[config.mk]
export PLATFORM = sky130hd
export DESIGN_NAME = line_buffer_ctrl_flat
export DESIGN_NICKNAME = d
export VERILOG_FILES = /design/src/rtl/line_buffer_ctrl_if.sv /design/src/rtl/line_buffer_ctrl.sv /design/src/flat_wrapper.sv
export SDC_FILE = /design/constraint.sdc
export NUM_CORES = 1
export LEC_CHECK = 0
export BUFFER_PORTS_ARGS = -buffer_cell sky130_fd_sc_hd__buf_2
export CAP_MARGIN = 25
export CORE_UTILIZATION = 40
export DETAILED_ROUTE_END_ITERATION = 7
export PLACE_DENSITY = 0.61
export SLEW_MARGIN = 20
export SYNTH_ARGS = -nofsm -noshare
export SYNTH_HDL_FRONTEND = slang
export SYNTH_SLANG_ARGS = --single-unit
[constraint.sdc]
create_clock -name clk -period 6.2 [get_ports clk]
set_input_delay 0.31 -clock clk [delete_from_list [all_inputs] [get_ports clk]]
set_output_delay 0.31 -clock clk [all_outputs]
set_load 0.005 [all_outputs]
[src/rtl/line_buffer_ctrl_if.sv]
// Handshake and window-tag bundle between the line-buffer controller,
// the pixel source, the line-buffer chain and the window consumer.
interface line_buffer_ctrl_if #(
   parameter int CNT_W = 8
);
   logic             start;
   logic             busy;
   logic             done;
   logic             in_vld;
   logic             in_rdy;
   logic             out_rdy;
   logic             sr_shift;
   logic             sr_rst_n;
   logic             win_vld;
   logic [CNT_W-1:0] win_row;
   logic [CNT_W-1:0] win_col;

   // Controller side
   modport master (
      input  start, in_vld, out_rdy,
      output busy, done, in_rdy, sr_shift, sr_rst_n, win_vld, win_row, win_col
   );

   // Environment side (pixel source, line buffers, window consumer)
   modport slave (
      output start, in_vld, out_rdy,
      input  busy, done, in_rdy, sr_shift, sr_rst_n, win_vld, win_row, win_col
   );
endinterface

[src/rtl/line_buffer_ctrl.sv]
// Line-buffer sequencer: walks one raster frame per start command, shifts the
// line buffers on every accepted pixel and tags each complete KxK window with
// its output-map coordinates, one cycle after the pixel that completes it.
module line_buffer_ctrl #(
   parameter int IMG_W = 28,
   parameter int IMG_H = 28,
   parameter int K     = 3,
   parameter int CNT_W = 8
) (
   input logic              clk,
   input logic              rst,
   line_buffer_ctrl_if.master lb
);

   localparam logic [CNT_W-1:0] LAST_COL = CNT_W'(IMG_W - 1);
   localparam logic [CNT_W-1:0] LAST_ROW = CNT_W'(IMG_H - 1);
   localparam logic [CNT_W-1:0] KM1      = CNT_W'(K - 1);

   typedef enum logic [1:0] {IDLE, CLR, RUN, DONE} state_t;

   state_t           state_q, state_d;
   logic [CNT_W-1:0] row_q, row_d;
   logic [CNT_W-1:0] col_q, col_d;
   logic             winVld_q, winVld_d;
   logic [CNT_W-1:0] winRow_q, winRow_d;
   logic [CNT_W-1:0] winCol_q, winCol_d;

   logic inRdy;
   logic accept;
   logic lastPixel;

   // out_rdy is a look-ahead: taking a pixel now guarantees the consumer can
   // absorb the window that appears on the next cycle
   assign inRdy     = (state_q == RUN) & lb.out_rdy;
   assign accept    = inRdy & lb.in_vld;
   assign lastPixel = (row_q == LAST_ROW) & (col_q == LAST_COL);

   // Next-state and raster position tracking
   always_comb begin
      state_d = state_q;
      row_d   = row_q;
      col_d   = col_q;
      case (state_q)
         IDLE: begin
            if (lb.start) state_d = CLR;
         end
         CLR: begin
            row_d   = '0;
            col_d   = '0;
            state_d = RUN;
         end
         RUN: begin
            if (accept) begin
               if (col_q == LAST_COL) begin
                  col_d = '0;
                  row_d = row_q + 1'b1;
               end else begin
                  col_d = col_q + 1'b1;
               end
               if (lastPixel) state_d = DONE;
            end
         end
         DONE: begin
            state_d = IDLE;
         end
         default: begin
            state_d = IDLE;
         end
      endcase
   end

   // A window is complete once K-1 rows and K-1 columns have been buffered;
   // its tag is held between windows so the consumer sees stable coordinates
   always_comb begin
      winVld_d = accept & (row_q >= KM1) & (col_q >= KM1);
      winRow_d = winRow_q;
      winCol_d = winCol_q;
      if (winVld_d) begin
         winRow_d = row_q - KM1;
         winCol_d = col_q - KM1;
      end
   end

   // State, position and window-tag registers
   always_ff @(posedge clk or negedge rst) begin
      if (!rst) begin
         state_q  <= IDLE;
         row_q    <= '0;
         col_q    <= '0;
         winVld_q <= 1'b0;
         winRow_q <= '0;
         winCol_q <= '0;
      end else begin
         state_q  <= state_d;
         row_q    <= row_d;
         col_q    <= col_d;
         winVld_q <= winVld_d;
         winRow_q <= winRow_d;
         winCol_q <= winCol_d;
      end
   end

   assign lb.busy     = (state_q != IDLE);
   assign lb.done     = (state_q == DONE);
   assign lb.in_rdy   = inRdy;
   assign lb.sr_shift = accept;
   assign lb.sr_rst_n = rst & (state_q != CLR);
   assign lb.win_vld  = winVld_q;
   assign lb.win_row  = winRow_q;
   assign lb.win_col  = winCol_q;

endmodule

[src/flat_wrapper.sv]
// flat-port wrapper written by rule: the top's interface ports become plain ports
module line_buffer_ctrl_flat 
#(
   parameter int IMG_W = 28,
   parameter int IMG_H = 28,
   parameter int K     = 3,
   parameter int CNT_W = 8
)
  (clk, rst, lb_start, lb_in_vld, lb_out_rdy, lb_busy, lb_done, lb_in_rdy, lb_sr_shift, lb_sr_rst_n, lb_win_vld, lb_win_row, lb_win_col);
  line_buffer_ctrl_if #(.CNT_W(CNT_W)) lb_i ();
  input logic clk;
  input logic rst;
  input wire logic [$bits(lb_i.start)-1:0] lb_start;
  input wire logic [$bits(lb_i.in_vld)-1:0] lb_in_vld;
  input wire logic [$bits(lb_i.out_rdy)-1:0] lb_out_rdy;
  output wire logic [$bits(lb_i.busy)-1:0] lb_busy;
  output wire logic [$bits(lb_i.done)-1:0] lb_done;
  output wire logic [$bits(lb_i.in_rdy)-1:0] lb_in_rdy;
  output wire logic [$bits(lb_i.sr_shift)-1:0] lb_sr_shift;
  output wire logic [$bits(lb_i.sr_rst_n)-1:0] lb_sr_rst_n;
  output wire logic [$bits(lb_i.win_vld)-1:0] lb_win_vld;
  output wire logic [$bits(lb_i.win_row)-1:0] lb_win_row;
  output wire logic [$bits(lb_i.win_col)-1:0] lb_win_col;
  assign lb_i.start = lb_start;
  assign lb_i.in_vld = lb_in_vld;
  assign lb_i.out_rdy = lb_out_rdy;
  assign lb_busy = lb_i.busy;
  assign lb_done = lb_i.done;
  assign lb_in_rdy = lb_i.in_rdy;
  assign lb_sr_shift = lb_i.sr_shift;
  assign lb_sr_rst_n = lb_i.sr_rst_n;
  assign lb_win_vld = lb_i.win_vld;
  assign lb_win_row = lb_i.win_row;
  assign lb_win_col = lb_i.win_col;
  line_buffer_ctrl #(.IMG_W(IMG_W), .IMG_H(IMG_H), .K(K), .CNT_W(CNT_W)) u_core (.clk(clk), .rst(rst), .lb(lb_i));
endmodule
==> results of run 1 <==
power groups by stage:
stage                     Combinational, W  Sequential, W  Clock [W]
after floorplan                  0.0000907       0.000298          0
after detailed placement          0.000125       0.000312          0
after CTS                         0.000125       0.000307   0.000177
after global placement            0.000122       0.000310          0
final                             0.000123       0.000308   0.000170
after global routing              0.000140       0.000315   0.000181
synth_stat cells (2+ instances only):
cell       count  area [um^2]
nor4_1         3         18.8
o2111ai_1      2         17.5
nor2b_1        3         18.8
o211ai_1       5         37.5
nand3_1        9         45.0
clkbuf_1       5         18.8
or3_1          2         12.5
o21ai_0        6         30.0
inv_1         15         56.3
mux2_1         7         78.8
a31oi_1        2         12.5
dfrtp_1       35          876
xnor2_1        7         61.3
nor2_1        19         71.3
nand2b_1       4         25.0
nand2_1       15         56.3
xor2_1         7         61.3
o31ai_1        2         15.0
and3_1         2         12.5
buf_2          2         10.0
mux2i_1        3         30.0
ha_1          13          163
nand4_1        6         37.5
o41ai_1        2         17.5
nor3_1         4         20.0
mux2_2         7         78.8
or4_1          2         15.0
worst paths after layout:
| check | depth (start not counted) | start | slack [ps] | to |
|---|---|---|---|---|
| max in group asynchronous | 1 | rst | 5590 | u_core.lb.win_col[2] |
| worst max-delay path | 5 | u_core.state_q[0] | 3440 | u_core.lb.win_col[6] |
| min in group clk | 4 | lb_start | 400 | u_core.state_q[0] |
| worst min register to register | 1 | u_core.lb.win_col[4] | 480 | u_core.lb.win_col[4] |
| worst min-delay path | 1 | rst | 90 | u_core.col_q[2] |
| worst max register to register | 5 | u_core.state_q[0] | 3440 | u_core.lb.win_col[6] |
through the flow:
step           area [um^2]  std cells  total power, W
2_1_floorplan         2040        206        0.000388
3_3_place_gp          2200        290        0.000433
3_5_place_dp          2200        290        0.000437
4_1_cts               2290        297        0.000609
5_1_grt               2290        297        0.000636
6_report              2290        297        0.000601
cell families after synthesis:
kind of cell | count (synthesis) | share of synthesized area, %
AOI/OAI and AO/OA | 29 | 10.3
xor gates and xnor gates | 14 | 6.02
muxes | 17 | 9.21
buffers and inverters | 24 | 5.10
DFF | 35 | 43.0
adders and majority gates | 13 | 7.98
and+or+nand+nor | 74 | 18.4
flip-flops by register name (all words and copies together), names as in the netlist:
signal,cells
u_core.col_q,8
u_core.lb.win_col,8
u_core.lb.win_row,8
u_core.row_q,8
u_core.state_q,2
u_core.lb.win_vld,1
per-layer routing:
layer | part of all wire (%) | wire (um)
met5 | 0 | 0
met1 | 52 | 2080
met4 | 1.8 | 74
met2 | 43 | 1730
met3 | 3.8 | 152
area by class of cell:
type,count,share of cell area (%)
inverters,15,2.46
multi-input cells,147,46.2
clock buffers,6,3.60
flip-flops and latches,35,38.2
well taps,67,3.66
clock inverters,1,0.218
repair buffers,26,5.68
worst max-delay path, cell delays in order, from the launching register on:
cell,delay (ps)
dfrtp_1,420
inv_1,130
ha_1,450
nand3_1,410
or3_1,780
mux2_1,420
==> flow_summary.toml, run 1 <==
[logic_synthesis]
post_synth_inst_count = 206
synthesis.nets = 224
synth_top_flop_cell = "dfrtp_1"
yosysUniqueCellTypes = 44
synth_area_um2 = 2040
async_reset_ff_share_pct = 100
synth-edff-count = 0
yosys_register_bits = 35
yosysWarnings = 0
post_synthesis_sequential_area_ratio_pct = 43.0
mean_area_per_synthesized_cell_um2 = 9.89

[clock_tree]
cts-hold-fix-buffers = 0
clock_insertion_delay_worst_skew_ps = 290
post_cts.resized_instances = 0
cts_root_buf = "clkbuf_8"
cts_setup_buffers = 0
clk_transition_reported_paths_ps = 80
cts.sinks = 35
cts_made_buffers = 5
cts_buffer_depth = 2
htree_levels = 2
tritoncts = "built"

[sta]
slew_headroom_pct = 47.1
hold_viol = 0
final-max-slew-violation-count = 0
setup_repair_after_global_routing_missed_its_margin = "false"
finalCriticalPeriod_ps = 2760
layout_setup_ws_ps = 3440
finalSetupViolations = 0
timing_worst_slew_pin_value_ps = 793
fin_setup_tns_ps = 0
fmax_ghz = 0.363
fin_worst_hold_slack_ps = 92.3
final.setup_skew_ps = 11.2
final_min_period_over_clock_period_pct = 44.5

[drt]
routed_via_density = 5.15
drt-total-wl_um = 4030
detailroute.via_count = 1530
drtIter0Drc = 49
remaining_drc_errors = 0
detail_route.wl_per_cell_um = 13.6
drt.antenna.violating_nets = 0
drt-pass1-iter-count = 4

[floorplanning]
initial_utilization_pct = 42.3
pin_count = 27
site_rows = 25
floorplan.core_area_um2 = 4820
dieHeight_um = 73.4
dieArea_um2 = 5380
fp.dieW_um = 73.4

[layout]
seq_area_um2 = 876
final_core_utilization_pct = 47.6
layout.cells.most_common = "dfrtp_1"
fill_cells = 477
multi_input_gate_area_um2 = 1060
layout_overhead_on_the_synthesized_area_pct = 12.5
antenna_cells = 0
post_route_cells_drive_above_1_share_pct = 18.7
layout.nets = 248
mostFrequentLayoutCells = "dfrtp_1, buf_2, nor2_1, inv_1, nand2_1"

[place]
hpwl_um = 2840
dp_worst_setup_slack_ps = 3460
globalplace.congestion = 0.771
number_of_buffer_cells_added_on_primary_ports = 26

[critical_path]
req_time_crit_path_ps = 6370
worstSetupStartpointType = "register"
timing.setup.critical_path_class = "reg2reg"
critical_path.max_fanout = 17
cp.arrival_ps = 2920
worstSetupEndpointType = "register"

[power_and_ir_drop]
seq_power_share_pct = 51.3
share_clk_of_total_power_pct = 28.3
switching_share_pct = 31.3
p_int_w = 0.000413
switching_power_w = 0.000188
peakVddDrop_mv = 0.112
power.share.combinational_pct = 20.4
standby_leakage_power_nw = 1.04
powerDensity_nw_per_um2 = 262

[grt]
antenna_found_initial = 0
groute.layer.met1.usage_pct = 22.1
grt_overflow = 0
global_route.peak_usage_layer = "met2"
gr-usage-met3_pct = 4.39
largest_net_degree_at_the_start_of_global_routing = 37
grt.met2_usage_pct = 25.3
grt_pass1_vias = 1419
grt_use_total_pct = 16.7
grt_first_pass_wirelength_um = 6680

[min_path]
min_path_type = "in2async"

[run]
maxCapViolations = 0

[outcome]
run_status = "complete, no violations"
Note: power is estimated with default switching activity, not from simulation.
==> inputs of run 2 (changes only) <==
- ABC_AREA: default -> 1
- PLACE_DENSITY: 0.61 -> 0.6
- clock period: 6.2 -> 2.9 ns (I/O delays scaled with it)
==> run 2 against run 1 <==
- critical path depth increased by 4
- hold slack improved by 150 ps
- cell area increased by 9.4%
- sequential power increased by 80%
- critical path type unchanged
- register-to-register slack got worse by 2400 ps
- critical endpoint is now u_core.lb.win_row[1]
- core utilization decreased by 1.8 points
- global-route usage increased by 0.091 points
- the run now ends with DRC left
==> flow_summary.toml, run 2 <==
[floorplanning]
floorplan.core_area_um2 = 5470
initial_utilization_pct = 41.4
dieArea_um2 = 5970
fp.dieW_um = 77.3
pin_count = 27
site_rows = 27
dieHeight_um = 77.3

[logic_synthesis]
netlist.top_cell.by_area = "dfrtp_1"
post-synth-top-area-fraction_pct = 38.6
synth_area_um2 = 2270
async_reset_ff_share_pct = 100
synth.most_common_cell = "nand2_1"
synth_top_flop_cell = "dfrtp_1"
synth.area.mux_share_pct = 0
synth-edff-count = 0
synth_top_family_by_area = "simple AND/OR/NAND/NOR gates"
synthesis.nets = 317
synthSimpleGateAreaFrac_pct = 36.8
mean_area_per_synthesized_cell_um2 = 7.58
yosysUniqueCellTypes = 27
yosysWarnings = 0
netlist_top_cells_area = "dfrtp_1, nand2_1, nand3_1"
synth_adder_area_share_pct = 7.17
synth_compound_area_share_pct = 4.80
post_synth_inst_count = 299
synth_top_cells_by_count = "nand2_1, nand3_1, dfrtp_1"
yosys_register_bits = 35
post_synthesis_sequential_area_ratio_pct = 38.6
xor_xnor_share_of_the_synthesized_area_pct = 2.70

[clock_tree]
cts.sinks = 35
htree_levels = 2
cts_root_buf = "clkbuf_8"
clk_transition_reported_paths_ps = 80
cts_made_buffers = 5
post_cts.resized_instances = 0
tritoncts = "built"
cts_setup_buffers = 0
clock_insertion_delay_worst_skew_ps = 290
cts_buffer_depth = 2

[sta]
hold_viol = 0
setup_repair_after_global_routing_missed_its_margin = "false"
final_min_period_over_clock_period_pct = 62.6
finalCriticalPeriod_ps = 1810
layout_setup_ws_ps = 1090
fin_setup_tns_ps = 0
fin_worst_hold_slack_ps = 242
timing_worst_slew_pin_value_ps = 501
fmax_ghz = 0.551
slew_headroom_pct = 66.6
final-max-slew-violation-count = 0
finalSetupViolations = 0
final.setup_skew_ps = 7.79

[outcome]
run_status = "finished with violations"
violations = "DRC"

[layout]
layout_overhead_on_the_synthesized_area_pct = 10.6
mostFrequentLayoutCells = "nand2_1, nand3_1, dfrtp_1, inv_1, buf_2"
antenna_cells = 0
post_route_cells_drive_above_1_share_pct = 19.3
layout.cells.most_common = "nand2_1"
layout.nets = 343

[critical_path]
timing.setup.critical_path_class = "reg2reg"
timing.reg2reg.worst_path_depth = 9
critical_path.max_fanout = 17
worstSetupStartpointType = "register"
worstSetupEndpointType = "register"
cp.arrival_ps = 2000
req_time_crit_path_ps = 3080

[power_and_ir_drop]
peakVddDrop_mv = 0.439
powerDensity_nw_per_um2 = 595
report.power.total_w = 0.00149
standby_leakage_power_nw = 1.42

[grt]
grt_use_total_pct = 16.8
largest_net_degree_at_the_start_of_global_routing = 36
grt_overflow = 0
antenna_found_initial = 0
grt_pass1_vias = 1741
grt_first_pass_wirelength_um = 8020

[drt]
routed_via_density = 4.74
drtIter0Drc = 91
detailroute.via_count = 1888
detail_route.wl_per_cell_um = 11.5
drt.antenna.violating_nets = 0
drt-pass1-iter-count = 6
drt-total-wl_um = 4590
remaining_drc_errors = 2

[run]
maxCapViolations = 0

[min_path]
hold_path_depth = 3
min_path_type = "in2reg"

[place]
hpwl_um = 3380
globalplace.congestion = 0.853
number_of_buffer_cells_added_on_primary_ports = 26
dp_worst_setup_slack_ps = 1090
run 2: cell count changes after synthesis, sizes merged, moves of 7 or more:
cell,previous run,this run
nand2,15,99
nand3,9,38
inv,15,36
mux2,14,0
nor2,19,28
o21ai,6,13
xnor2,7,0
run 2: worst paths after layout:
kind,from,to,slack [ps]
min in group asynchronous,rst,u_core.lb.win_row[0],480
max in group asynchronous,rst,u_core.lb.win_col[5],2080
min reg2reg,u_core.lb.win_col[7],u_core.lb.win_col[7],470
min,lb_in_vld,u_core.col_q[1],240
max,u_core.state_q[0],u_core.lb.win_row[1],1090
max reg2reg,u_core.state_q[0],u_core.lb.win_row[1],1090
run 2: power breakdown:
| part | internal [W] | switching (W) | leakage [nW] |
|---|---|---|---|
| clock | 0.000164 | 0.000181 | 0.0477 |
| sequential | 0.000520 | 0.0000356 | 0.483 |
| combinational | 0.000186 | 0.000405 | 0.893 |
| total | 0.000870 | 0.000622 | 1.42 |
run 2: what timing repair did:
| item | 4_1_cts | 5_1_grt |
|---|---|---|
| hold buffers | 1 | 0 |
| endpoints found under the setup margin | 0 | 0 |
| endpoints found under the hold margin | 35 | 0 |
run 2: critical path: stages, from the launching register on:
cell and delay, ps:
dfrtp_1 410, inv_1 110, ha_1 180, nand2_1 70, inv_2 70, nand2_2 100, nor2_4 350, nand2_4 240
nand2_1 120, nand2_1 50
run 2: area by class of cell:
| type | count | area [um^2] |
|---|---|---|
| clock inverter | 3 | 15.0 |
| tap | 72 | 90.1 |
| fill | 573 | 2970 |
| sequential | 35 | 876 |
| multi-input combinational | 218 | 1170 |
| clock buffer | 5 | 68.8 |
| timing repair buffer | 29 | 155 |
| inverter | 36 | 135 |
run 2: kinds of logic after synthesis:
logic type | Yosys count
AOI/OAI and AO/OA | 20
xor gates and xnor gates | 7
adders and majority gates | 13
buffers and inverters | 46
DFF | 35
and+or+nand+nor | 178
run 2: per-layer routing:
metal	global-route usage [%]	up-vias	share of wire [%]
li1	-	995	-
met1	23.7	837	51
met2	25.3	50	42
met3	2.98	6	6.0
met4	6.23	0	1.0
met5	0	-	0
run 2: through the flow:
step	utilization, %	instance area [um^2]	instances
floorplan	-	2270	299
global placement	44.1	2410	389
detailed placement	44.1	2410	389
CTS	45.8	2510	398
global route	45.8	2510	398
finish	45.8	2510	398
==> inputs of run 3 (changes only) <==
- PLACE_DENSITY: 0.6 -> 0.63
- clock period: 2.9 -> 1.6 ns (I/O delays scaled with it)
==> run 3 against run 2 <==
- global-route usage increased by 0.86 points
- the run now ends clean
- critical path depth decreased by 1
- die area unchanged
- worst setup slack got worse by 1000 ps
- largest cell class unchanged
- sequential share of layout area decreased by 2.1 points
- via count increased by 5.7%
==> flow_summary.toml, run 3 (same netlist as run 2, synthesis figures left out) <==
[outcome]
run_status = "complete, no violations"

[layout]
layout.cells.most_common = "nand2_1"
fill_cells = 576
mostFrequentLayoutCells = "nand2_1, nand3_1, dfrtp_1, inv_1, buf_2"
multi_input_gate_area_um2 = 1200
layout.nets = 359
layout_overhead_on_the_synthesized_area_pct = 17.8
filler_free_cell_count_of_the_finished_design = 413
post_route_cells_drive_above_1_share_pct = 24.6
seq_area_um2 = 877
antenna_cells = 0

[place]
dp_worst_setup_slack_ps = 66.4
hpwl_um = 3500
number_of_buffer_cells_added_on_primary_ports = 26
dp.cells = 403
globalplace.congestion = 0.938

[critical_path]
cp.arrival_ps = 1450
timing.setup.critical_path_class = "reg2out"
timing.critical_path.slowest_cell_delay_ps = 400
worstSetupEndpointType = "primary output"
req_time_crit_path_ps = 1520
path_common_cell = "inv_2"
timing.reg2reg.worst_path_depth = 7
critical_path.max_fanout = 4
worstSetupStartpointType = "register"
cp_cell_sequence = "inv_2 -> ha_4 -> nand2_1 -> inv_2 -> nand2_2 -> buf_4 -> inv_1 -> buf_2"
timing.critical_path.slowest_stage_cell = "dfrtp_1"

[power_and_ir_drop]
powerDensity_nw_per_um2 = 1110
power.share.combinational_pct = 43.8
share_clk_of_total_power_pct = 22.1
switching_power_w = 0.00120
p_int_w = 0.00177
seq_power_share_pct = 34.0
standby_leakage_power_nw = 1.49
report.power.total_w = 0.00297
peakVddDrop_mv = 0.945
switching_share_pct = 40.4

[clock_tree]
cts_buffer_depth = 2
htree_levels = 2
tritoncts = "built"
clk_transition_reported_paths_ps = 80
cts_root_buf = "clkbuf_8"
cts_made_buffers = 5
clock_insertion_delay_worst_skew_ps = 290
cts.sinks = 35

[sta]
fmax_ghz = 0.655
finalCriticalPeriod_ps = 1530
fin_worst_hold_slack_ps = 260
final-max-slew-violation-count = 0
final_min_period_over_clock_period_pct = 95.4
hold_viol = 0
timing_worst_slew_pin_value_ps = 442
slew_headroom_pct = 70.5
setup_repair_after_global_routing_missed_its_margin = "true"
finalSetupViolations = 0
final.setup_skew_ps = 10.3
layout_setup_ws_ps = 74.3

[floorplanning]
pin_count = 27
dieArea_um2 = 5970
fp.dieW_um = 77.3
initial_utilization_pct = 41.4
site_rows = 27
floorplan.core_area_um2 = 5470
dieHeight_um = 77.3

[drt]
drt-pass1-iter-count = 4
detailroute.via_count = 1996
detail_route.wl_per_cell_um = 11.4
remaining_drc_errors = 0
drtIter0Drc = 102
routed_via_density = 4.83
drt.antenna.violating_nets = 0
drt-total-wl_um = 4720

[min_path]
min_path_type = "in2reg"
hold_path_depth = 6

[grt]
antenna_found_initial = 0
largest_net_degree_at_the_start_of_global_routing = 36
grt_pass1_vias = 1879
grt_overflow = 0
grt_first_pass_wirelength_um = 8420
grt_use_total_pct = 17.6

[run]
maxCapViolations = 0
run 3: cell types whose count changed in the layout (fill, tap and decap cells not counted), sizes merged:
cell,previous run,this run
buf,28,44
clkinv,3,1
clkbuf,5,6
run 3: worst max-delay path, delay by kind of cell (launching register included):
| family | cells | cell delay [ps] |
|---|---|---|
| adders and majority gates | 1 | 150 |
| buffers and inverters | 5 | 460 |
| DFF | 1 | 400 |
| and+or+nand+nor | 2 | 150 |
run 3: layer usage:
| metal | global-route usage, % | share of wire (%) | routed length, um | vias up |
|---|---|---|---|---|
| li1 | - | - | - | 1030 |
| met4 | 6.79 | 1.5 | 70 | 0 |
| met2 | 27.2 | 43 | 2030 | 44 |
| met3 | 3.69 | 5.0 | 235 | 9 |
| met5 | 0 | 0 | 0 | - |
| met1 | 24.0 | 51 | 2380 | 913 |
run 3: final cells by class:
| type | instances | share of cell area, % |
|---|---|---|
| Clock inverter | 1 | 0.187 |
| Timing Repair Buffer | 45 | 10.4 |
| Clock buffer | 6 | 3.09 |
| Sequential cell | 35 | 32.8 |
| Inverter | 36 | 5.06 |
| Tap cell | 72 | 3.37 |
| Multi-Input combinational cell | 218 | 45.0 |
run 3: repair_timing:
item,CTS,global route
gates resized for setup,2,8
setup endpoints to repair,1,16
cloned,0,0
endpoints found under the hold margin,35,0
setup buffers,0,2
hold buffers,1,0
run 3: power by group through the flow:
stage,logic [W],registers [W],clock network (W)
2_1_floorplan,0.000912,0.00101,0
3_3_place_gp,0.00116,0.00101,0
3_5_place_dp,0.00117,0.00101,0
4_1_cts,0.00119,0.00100,0.000674
5_1_grt,0.00149,0.00102,0.000711
6_report,0.00130,0.00101,0.000656
run 3: per-stage QoR:
step	instance area [um^2]	setup TNS [ps]	util [%]
6_report	2670	0	48.8
5_1_grt	2670	-21.0	48.8
4_1_cts	2620	0	47.9
3_5_place_dp	2520	0	46.0
3_3_place_gp	2520	0	46.0
2_1_floorplan	2270	0	-
run 3: worst paths after layout:
check                                startpoint                    to  slack [ps]
max                           u_core.state_q[0]           lb_sr_shift          70
min                                   lb_in_vld       u_core.col_q[6]         260
max reg2reg                     u_core.col_q[0]  u_core.lb.win_col[0]         130
min reg2reg                u_core.lb.win_row[2]  u_core.lb.win_row[2]         470
max in group asynchronous                   rst     u_core.state_q[1]         850
min in group asynchronous                   rst  u_core.lb.win_row[3]         410
